**src/rtl/uart_tx_fifo.sv**
```systemverilog
// uart_tx_fifo: byte FIFO feeding a uart_send transmitter through a
// strobe/IDLE handshake, with overflow and missing-acknowledge flags.
module uart_tx_fifo #(
  parameter int ADDR_W      = 4,
  parameter int ACK_TIMEOUT = 1023
) (
  input  logic              CLK,
  input  logic              RST,
  input  logic [7:0]        WR_DATA,
  input  logic              WR_EN,
  output logic              FULL,
  output logic              EMPTY,
  output logic [ADDR_W:0]   COUNT,
  output logic              OVERFLOW,
  output logic              ACK_ERR,
  output logic [7:0]        TX_DATA,
  output logic              TX_DATA_READY,
  input  logic              TX_IDLE
);

  localparam int DEPTH = 1 << ADDR_W;
  localparam int TMO_W = $clog2(ACK_TIMEOUT + 1);

  typedef enum logic [1:0] {S_WAIT, S_STROBE, S_BUSY, S_DONE} state_t;

  logic [7:0]        mem [DEPTH];
  logic [ADDR_W-1:0] wr_ptr, rd_ptr;
  logic [ADDR_W:0]   count;
  logic [TMO_W-1:0]  tmo_cnt;
  state_t            state, state_nxt;
  logic              push, pop, tmo_hit;

  // Flags come from the registered occupancy only, so a same-cycle pop
  // never makes room for a write and nothing falls through.
  assign FULL  = (count == (ADDR_W+1)'(DEPTH));
  assign EMPTY = (count == '0);
  assign COUNT = count;

  assign push    = WR_EN & ~FULL;
  assign pop     = (state == S_WAIT) & TX_IDLE & ~EMPTY;
  assign tmo_hit = (state == S_BUSY) & TX_IDLE & (tmo_cnt == TMO_W'(ACK_TIMEOUT - 1));

  // The strobe is exactly the single cycle spent in S_STROBE.
  assign TX_DATA_READY = (state == S_STROBE);

  // Storage array: written on accepted pushes, never reset.
  always_ff @(posedge CLK) begin
    if (push) mem[wr_ptr] <= WR_DATA;
  end

  // Pointers and occupancy; pointers wrap naturally at ADDR_W bits.
  always_ff @(posedge CLK or posedge RST) begin
    if (RST) begin
      wr_ptr <= '0;
      rd_ptr <= '0;
      count  <= '0;
    end else begin
      if (push) wr_ptr <= wr_ptr + ADDR_W'(1);
      if (pop)  rd_ptr <= rd_ptr + ADDR_W'(1);
      case ({push, pop})
        2'b10:   count <= count + (ADDR_W+1)'(1);
        2'b01:   count <= count - (ADDR_W+1)'(1);
        default: ;
      endcase
    end
  end

  // Sticky error flags and the output byte, which holds until the next pop.
  always_ff @(posedge CLK or posedge RST) begin
    if (RST) begin
      OVERFLOW <= 1'b0;
      ACK_ERR  <= 1'b0;
      TX_DATA  <= 8'h00;
    end else begin
      if (WR_EN && FULL) OVERFLOW <= 1'b1;
      if (tmo_hit)       ACK_ERR  <= 1'b1;
      if (pop)           TX_DATA  <= mem[rd_ptr];
    end
  end

  // Acknowledge timeout: cleared during the strobe, counts busy cycles with IDLE still high.
  always_ff @(posedge CLK or posedge RST) begin
    if (RST)                               tmo_cnt <= '0;
    else if (state == S_STROBE)            tmo_cnt <= '0;
    else if (state == S_BUSY && TX_IDLE)   tmo_cnt <= tmo_cnt + TMO_W'(1);
  end

  // FSM state register.
  always_ff @(posedge CLK or posedge RST) begin
    if (RST) state <= S_WAIT;
    else     state <= state_nxt;
  end

  // FSM next state: strobe, wait for IDLE to fall (or time out), wait for it to rise.
  always_comb begin
    state_nxt = state;
    case (state)
      S_WAIT:   if (pop) state_nxt = S_STROBE;
      S_STROBE: state_nxt = S_BUSY;
      S_BUSY: begin
        if (!TX_IDLE)     state_nxt = S_DONE;
        else if (tmo_hit) state_nxt = S_WAIT;
      end
      S_DONE:   if (TX_IDLE) state_nxt = S_WAIT;
      default:  state_nxt = S_WAIT;
    endcase
  end

endmodule

```
**config.mk**
```make
export PLATFORM = sky130hd
export DESIGN_NAME = uart_tx_fifo
export DESIGN_NICKNAME = d
export VERILOG_FILES = /design/src/rtl/uart_tx_fifo.sv
export SDC_FILE = /design/constraint.sdc
export NUM_CORES = 1
export LEC_CHECK = 0
export CAP_MARGIN = 20
export CORE_ASPECT_RATIO = 0.7
export CORE_UTILIZATION = 60
export CTS_CLUSTER_DIAMETER = 100
export DETAILED_ROUTE_END_ITERATION = 12
export PLACE_DENSITY_LB_ADDON = 0.12
export SYNTH_ARGS = -nofsm -noshare
export SYNTH_HDL_FRONTEND = slang
export SYNTH_SLANG_ARGS = --single-unit
```
**constraint.sdc**
```tcl
create_clock -name CLK -period 3.1 [get_ports CLK]
set_input_delay 0.31 -clock CLK [delete_from_list [all_inputs] [get_ports CLK]]
set_output_delay 0.31 -clock CLK [all_outputs]
set_load 0.1 [all_outputs]
```
Word-level counts from Yosys, hierarchy flattened
Memories as Yosys holds them, arrays and structs flattened. A register that Yosys moved wholly into a read port is not among the register bits.
Index checks and enable logic that the tools add are counted.
- RAM bits: 128
- memories kept: 1
- input bits: 12
- register bits: 27
- output and inout port bits: 18
- add/sub/neg operators: 5
- reduce and logical (&&, ||, !) cells: 7
- bitwise logic cells: 7
- mux-type cells: 10
- eq/ne operators: 10
- memories (memory ; depth ; bits a word ; read ports ; clocked after memory_dff ; write ports ; line ; RTL):
    mem ; 16 ; 8 ; 1 ; 1 ; 1 ; 26 ; logic [7:0] mem [DEPTH];
- operators with widths (cell ; number):
    10-bit 2-to-1 mux ; 2
    10-bit by 1-bit adder with 10-bit output, second input constant ; 1
    10-bit == test, second input constant ; 1
    5-bit one-hot mux with 2 select lines ; 1
    4-bit by 1-bit adder with 4-bit output, second input constant ; 2
    2-bit 2-to-1 mux ; 4
    2-bit one-hot mux with 4 select lines ; 1
    2-bit == test, second input constant ; 3
    5-bit by 1-bit adder with 5-bit output, second input constant ; 1
    1-bit bitwise AND ; 5
    5-bit == test, second input constant ; 1
    5-bit zero test ; 1
    5-bit by 1-bit subtractor with 5-bit output, second input constant ; 1
    2-bit by 1-bit == test with 1-bit output, second input constant ; 2
    2-bit != test, second input constant ; 2
    2-bit nonzero test ; 2
    3-bit != test, second input constant ; 1
    3-bit AND reduction ; 1
    1-bit logical AND ; 2
    2-bit zero test ; 1
    1-bit 2-to-1 mux ; 2
    1-bit inverter ; 2

Depth between registers and ports, before layout
Gate-level depths: netlist (run 1).
- word-level depth: 6
- gate-level depth with buffers: 12
- mapped depth without buffers: 10

Worst setup path after synthesis (run 1)
OpenSTA, ideal clock, no wires.
- path kind: register to register
- start point: register count[1], in the netlist COUNT[1]
- end point: register count[4], in the netlist COUNT[4]
- library setup time: 0.125 ns
- stages on the path, launching flop included: 13
- required time: 2.975 ns
- path slack: -0.170 ns
- data arrival time: 3.145 ns
- clock period less this slack: 3.270 ns
- path buffers: 2
- cells stage by stage: dfrtp_1 > buf_2 > or4_4 > o21ai_2 > inv_1 > ha_1 > clkbuf_1 > xor2_1 > ha_1 > o211a_1 > o31ai_1 > a31oi_1 > xnor2_1
- word-level cells in the longest chain between the ends: 5
- elaborated cells between the ends (all ways): 12
- classes of those cells: add/sub: 2; eq/ne: 3; mux: 1; bitwise: 4; reduce/logical: 2
- ends and longest elaborated chain (element ; line ; RTL):
    start, declared ; 28 ; logic [ADDR_W:0] count;
    start signal, assigned ; 61 ; 2'b10: count <= count + (ADDR_W+1)'(1);
    start signal, assigned ; 62 ; 2'b01: count <= count - (ADDR_W+1)'(1);
    5-bit zero test * ; 36 ; assign EMPTY = (count == '0);
    1-bit inverter * ; 40 ; assign pop = (state == S_WAIT) & TX_IDLE & ~EMPTY;
    1-bit bitwise AND * ; 40 ;
    net pop ; 31 ; logic push, pop, tmo_hit;
    2-bit by 1-bit == test with 1-bit output / 2-bit == test (equally long branches) ; 60 ; case ({push, pop})
    5-bit one-hot mux with 2 select lines / 2-bit nonzero test (equally long branches) ; - ;
The timed path passes the listed nets; every way through them passes the cells marked *.
A chain may end at the register's enable or synchronous reset.

Worst setup path in the final report (run 1)
Same ends and word-level chain as after synthesis.

==> results of run 1 <==
[critical path, cell delays in order, from the launching register on]
cell	delay, ps
dfrtp_2	470
or4_4	560
o21ai_2	150
inv_1	120
ha_1	310
xor2_1	180
ha_1	240
o211a_1	230
o31ai_1	190
a31oi_1	80
xnor2_1	140
[cells in the final DEF (no fill, tap or decap), types with 9 or more instances in the layout]
master and instances:
nand2_1 19, clkdlybuf4s50_1 22, mux4_1 11, ha_1 11
clkbuf_16 17, inv_1 11, buf_4 30, edfxtp_1 128
xnor2_1 9, o21ai_0 15, nor2_1 20, mux4_2 21
mux2i_1 14, dfrtp_1 31
[cell families after synthesis]
logic type | count (synthesis)
flip-flops | 163
AND/OR/NAND/NOR | 76
multiplexers | 52
AO/OA/AOI/OAI | 40
buffers and inverters | 31
XOR/XNOR | 14
adder cells (fa/ha/maj) | 11
[stage by stage]
| step | hold slack, ps | cell area (um^2) | utilization [%] |
|---|---|---|---|
| final | 214 | 7890 | 71.6 |
| after global routing | 244 | 7890 | 71.6 |
| after CTS | 219 | 7890 | 71.6 |
| after detailed placement | 456 | 7300 | 66.3 |
| after global placement | 437 | 7300 | 66.3 |
| after floorplan | 406 | 6790 | - |
[layer usage]
metal / wire, um / vias up / GRT usage, %
met2: 5850 / 100 / 35.1
met3: 733 / 13 / 4.77
met1: 5540 / 1831 / 35.0
met5: 0 / - / 0
li1: - / 1622 / -
met4: 167 / 0 / 8.53
[cell type report]
cell class / instances / area, um^2
well taps: 153 / 191
clock inverters: 15 / 158
repair buffers: 53 / 465
clock buffers: 17 / 425
inverters: 11 / 41.3
flip-flops and latches: 163 / 4720
multi-input cells: 193 / 1880
fillers: 713 / 3120
[report_power, final]
part | switching [W] | leakage (nW) | total [W] | internal (W)
sequential | 0.000306 | 1.59 | 0.00300 | 0.00270
combinational | 0.00152 | 1.02 | 0.00250 | 0.000985
clock | 0.000840 | 0.278 | 0.00203 | 0.00119
total | 0.00266 | 2.89 | 0.00754 | 0.00488
[final timing paths]
check | to | slack, ps | depth (start not counted)
min reg2reg | OVERFLOW$_DFFE_PP0P_ | 470 | 1
min in group CLK | OVERFLOW$_DFFE_PP0P_ | 470 | 1
max in group asynchronous | rd_ptr[0]$_DFFE_PP0P_ | 2140 | 3
max reg2reg | COUNT[4]$_DFFE_PP0P_ | 320 | 10
max | COUNT[4]$_DFFE_PP0P_ | 320 | 10
min | OVERFLOW$_DFFE_PP0P_ | 210 | 2
[state kept, by name, indices dropped and copies added, names as in the netlist]
register  flops
tmo_cnt      10
state         2
TX_DATA       8
OVERFLOW      1
mem         128
wr_ptr        4
ACK_ERR       1
COUNT         5
rd_ptr        4
==> results.ini, run 1 <==
[outcome]
status = finished clean

[timing]
finalCritPeriodShare_pct = 89.6
rsz0062_at_grt = false
worst_slew_margin_rel_pct = 34.1
finalSetupViolCount = 0
timing.final.ws_setup_ps = 324
hold_viol = 0
tns_ps = 0
skew_ps = 7.44
period_minus_slack_ps = 2780
drv_slew = 0
tightest_slew_ps = 985
fmax_ghz = 0.360

[drt]
drt-vias-per-instance = 5.89
antenna_left = 0
drc = 0
wirelength_mm = 12.3
wl_per_cell_um = 20.3
vias = 3566
drt_first_pass_iters = 5
drt_iter0_drc = 225

[die]
die_w_um = 129
fp.dieArea_um2 = 11700
pin_count = 30
initial_utilization_pct = 61.6
core_area_um2 = 11000
fp-row-count = 32
fp.dieH_um = 91.0

[logic_synthesis]
syn_area_um2 = 6780
synthMuxAreaShare_pct = 14.3
synth_edf_count = 128
synth_nets = 410
synth_top_area_share_pct = 56.7
synth.largest_area_cell = edfxtp_1
synth_most_common_cell = edfxtp_1
synth.top_cells.by_count = edfxtp_1, dfrtp_1, mux4_2
synth_cell_types = 46
yosysWarnings = 0
synthSimpleGateAreaFrac_pct = 5.70
synth-xor-area-share_pct = 1.81
synth_top_family_by_area = multiplexers
ys_ff_latch = 163
synth_top_flop_cell = edfxtp_1
ys_seq_area_share_pct = 69.6
synth_area_leaders = edfxtp_1, dfrtp_1, mux4_2
synth_cells = 387
async_reset_ff_share_pct = 21.5
syn_avg_cell_area_um2 = 17.5
synth_fa_ha_area_share_pct = 2.03
synth_compound_area_share_pct = 3.89

[finish]
layoutNonFillerInstCount = 605
fin_nets = 462
drive_gt1_share_pct = 21.5
area_delta_synth_final_pct = 16.2
diodes = 0

[power_and_ir_drop]
powerDensity_nw_per_um2 = 956
power_w = 0.00754
total_leakage_power_nw = 2.89
vdd_drop_max_v = 0.000591

[hold_path]
min_path_type = input port to asynchronous set/reset pin

[placed_design]
numPortBuffers = 29
dp.final_hpwl_mm = 8.00
numPlacedInstances = 573
pre_cts_ws_ps = 227
place_congestion = 0.870

[worst_setup_path]
critPathKind = register to register
crit_path_start_kind = register
r2r-start = COUNT[1]$_DFFE_PP0P_
critical_path.endpoint_type = register
cp.required_ps = 3400
crit_fanout = 10
timing.critical_path.arrival_ps = 3080
crit_start = COUNT[1]$_DFFE_PP0P_

[grt]
grt_pass1_wl_mm = 19.5
grt_max_degree = 25
overflow = 0
track_usage_pct = 23.6
antenna_found_initial = 0
grt_pass1_vias = 3542

[clocking]
cts_tree = built
numCtsBuffers = 17
cts_root_buffer = clkbuf_16
cts_htree_levels = 4
path_clk_slew_ps = 70
clock_latency_ps = 410
post_cts_buffers = 0
ctsHoldBuffers = 0
clock_path_buffers = 2
cts.repair.resized = 0
clkSinkCount = 163

[flow_run]
drv_cap = 0

Note: power is estimated with default switching activity, not from simulation.
==> inputs of run 2 (changes only) <==
--- a/config.mk
+++ b/config.mk
@@ -10,6 +10,7 @@
 export CORE_UTILIZATION = 60
 export CTS_CLUSTER_DIAMETER = 100
 export DETAILED_ROUTE_END_ITERATION = 12
+export MAX_ROUTING_LAYER = met4
 export PLACE_DENSITY_LB_ADDON = 0.12
 export SYNTH_ARGS = -nofsm -noshare
 export SYNTH_HDL_FRONTEND = slang
==> run 2 against run 1 <==
Effect of this change: via count is 0.45% higher; critical path depth stayed put; clock-buffer cell count unchanged; sequential power hardly changed; register-to-register slack barely moved; worst hold slack better by 1.3 ps; utilization did not move; sequential cell count unchanged.
==> results.ini, run 2 (synthesis results as in run 1) <==
[outcome]
status = finished clean

[power_and_ir_drop]
powerDensity_nw_per_um2 = 958
power_switching_w = 0.00267
p_sw_share_pct = 35.4
seqPwrFrac_pct = 39.8
total_leakage_power_nw = 2.89
intPower_w = 0.00488
clockPowerShare_pct = 27.0
combinationalPowerShare_pct = 33.2
vdd_drop_max_v = 0.000591

[die]
die_w_um = 129
core_area_um2 = 11000
fp.dieArea_um2 = 11700
fp.dieH_um = 91.0
pin_count = 30
fp-row-count = 32
initial_utilization_pct = 61.6

[worst_setup_path]
path_delay_family = compound AO/OA/AOI/OAI gates
worstPathCellList = or4_4 -> o21ai_2 -> inv_1 -> ha_1 -> xor2_1 -> ha_1 -> o211a_1 -> o31ai_1 -> a31oi_1 -> xnor2_1
cp.required_ps = 3410
crit_path_start_kind = register
crit_fanout = 10
worst-path-buf-inv = 1
cpMostUsedCell = ha_1
critPathKind = register to register
crit_slowest_cell = or4_4
critical_path.endpoint_type = register
slowest_delay_ps = 560
timing.critical_path.arrival_ps = 3080

[grt]
grt_pass1_vias = 3534
antenna_found_initial = 0
overflow = 0
track_usage_pct = 24.3
grt_pass1_wl_mm = 19.5
grt_max_degree = 25

[timing]
finalCritPeriodShare_pct = 89.5
tightest_slew_ps = 986
tns_ps = 0
rsz0062_at_grt = false
fin_hold_ws_ps = 215
finalSetupViolCount = 0
skew_ps = 8.72
hold_viol = 0
drv_slew = 0
worst_slew_margin_rel_pct = 34.1
fmax_ghz = 0.360
period_minus_slack_ps = 2770

[drt]
antenna_left = 0
drt_first_pass_iters = 5
wl_per_cell_um = 20.4
drt_iter0_drc = 244
drc = 0
wirelength_mm = 12.4
vias = 3582
drt-vias-per-instance = 5.92

[finish]
drive_gt1_share_pct = 21.5
nFillCells = 713
final_cell_mix = edfxtp_1, dfrtp_1, buf_4
final_common_cell = edfxtp_1
multi_input_area_um2 = 1880
fin_nets = 462
reg_top3 = mem: 128 flops, tmo_cnt: 10 flops, TX_DATA: 8 flops
largest_register = mem
area_delta_synth_final_pct = 16.2
diodes = 0
regArea_um2 = 4720
largest_reg_flops = 128

[clocking]
clock_path_buffers = 2
cts_tree = built
cts_htree_levels = 4
clock_latency_ps = 420
ctsHoldBuffers = 0
post_cts_buffers = 0
numCtsBuffers = 17
path_clk_slew_ps = 70
cts_root_buffer = clkbuf_16
cts.repair.resized = 0
clkSinkCount = 163

[hold_path]
min_path_type = input port to asynchronous set/reset pin

[placed_design]
numPortBuffers = 29
dp.final_hpwl_mm = 8.00
place_congestion = 0.884

[flow_run]
drv_cap = 0

==> run 2: power groups by stage <==
| stage | registers [W] | clock network, W | logic (W) |
|---|---|---|---|
| after floorplan | 0.00349 | 0 | 0.00148 |
| after global placement | 0.00302 | 0 | 0.00246 |
| after detailed placement | 0.00305 | 0 | 0.00252 |
| after CTS | 0.00301 | 0.00207 | 0.00253 |
| after global routing | 0.00306 | 0.00216 | 0.00267 |
| final | 0.00301 | 0.00204 | 0.00251 |
==> run 2: layout make-up <==
| type | count | area share [%] |
|---|---|---|
| clock buffer | 17 | 5.39 |
| clock inverter | 15 | 2.00 |
| inverter | 11 | 0.524 |
| multi-input combinational | 193 | 23.8 |
| sequential | 163 | 59.9 |
| tap | 153 | 2.43 |
| timing repair buffer | 53 | 5.90 |
==> run 2: worst paths after layout <==
check                           depth (start not counted)                 start                    end  slack [ps]
worst max-delay path                                   10  COUNT[1]$_DFFE_PP0P_   COUNT[4]$_DFFE_PP0P_         330
worst min-delay path                                    2                   RST   OVERFLOW$_DFFE_PP0P_         220
worst max register to register                         10  COUNT[1]$_DFFE_PP0P_   COUNT[4]$_DFFE_PP0P_         330
worst min register to register                          1  OVERFLOW$_DFFE_PP0P_   OVERFLOW$_DFFE_PP0P_         470
max in group asynchronous                               3                   RST  rd_ptr[0]$_DFFE_PP0P_        2130
min in group CLK                                        1  OVERFLOW$_DFFE_PP0P_   OVERFLOW$_DFFE_PP0P_         470
==> run 2: layer usage <==
metal  vias up  global-route usage [%]  wire, um
li1       1622                       -         -
met1      1834                    35.0      5660
met2       111                    35.0      5810
met3        15                    4.77       715
met4         0                    8.53       166
met5         -                       -         0
==> run 2: through the flow <==
step	setup slack (ps)	power (W)	std cells	utilization (%)	area [um^2]
floorplan	37.2	0.00498	387	-	6790
global placement	296	0.00548	573	66.3	7300
detailed placement	227	0.00557	573	66.3	7300
CTS	343	0.00761	605	71.6	7890
global route	134	0.00788	605	71.6	7890
finish	326	0.00755	605	71.6	7890
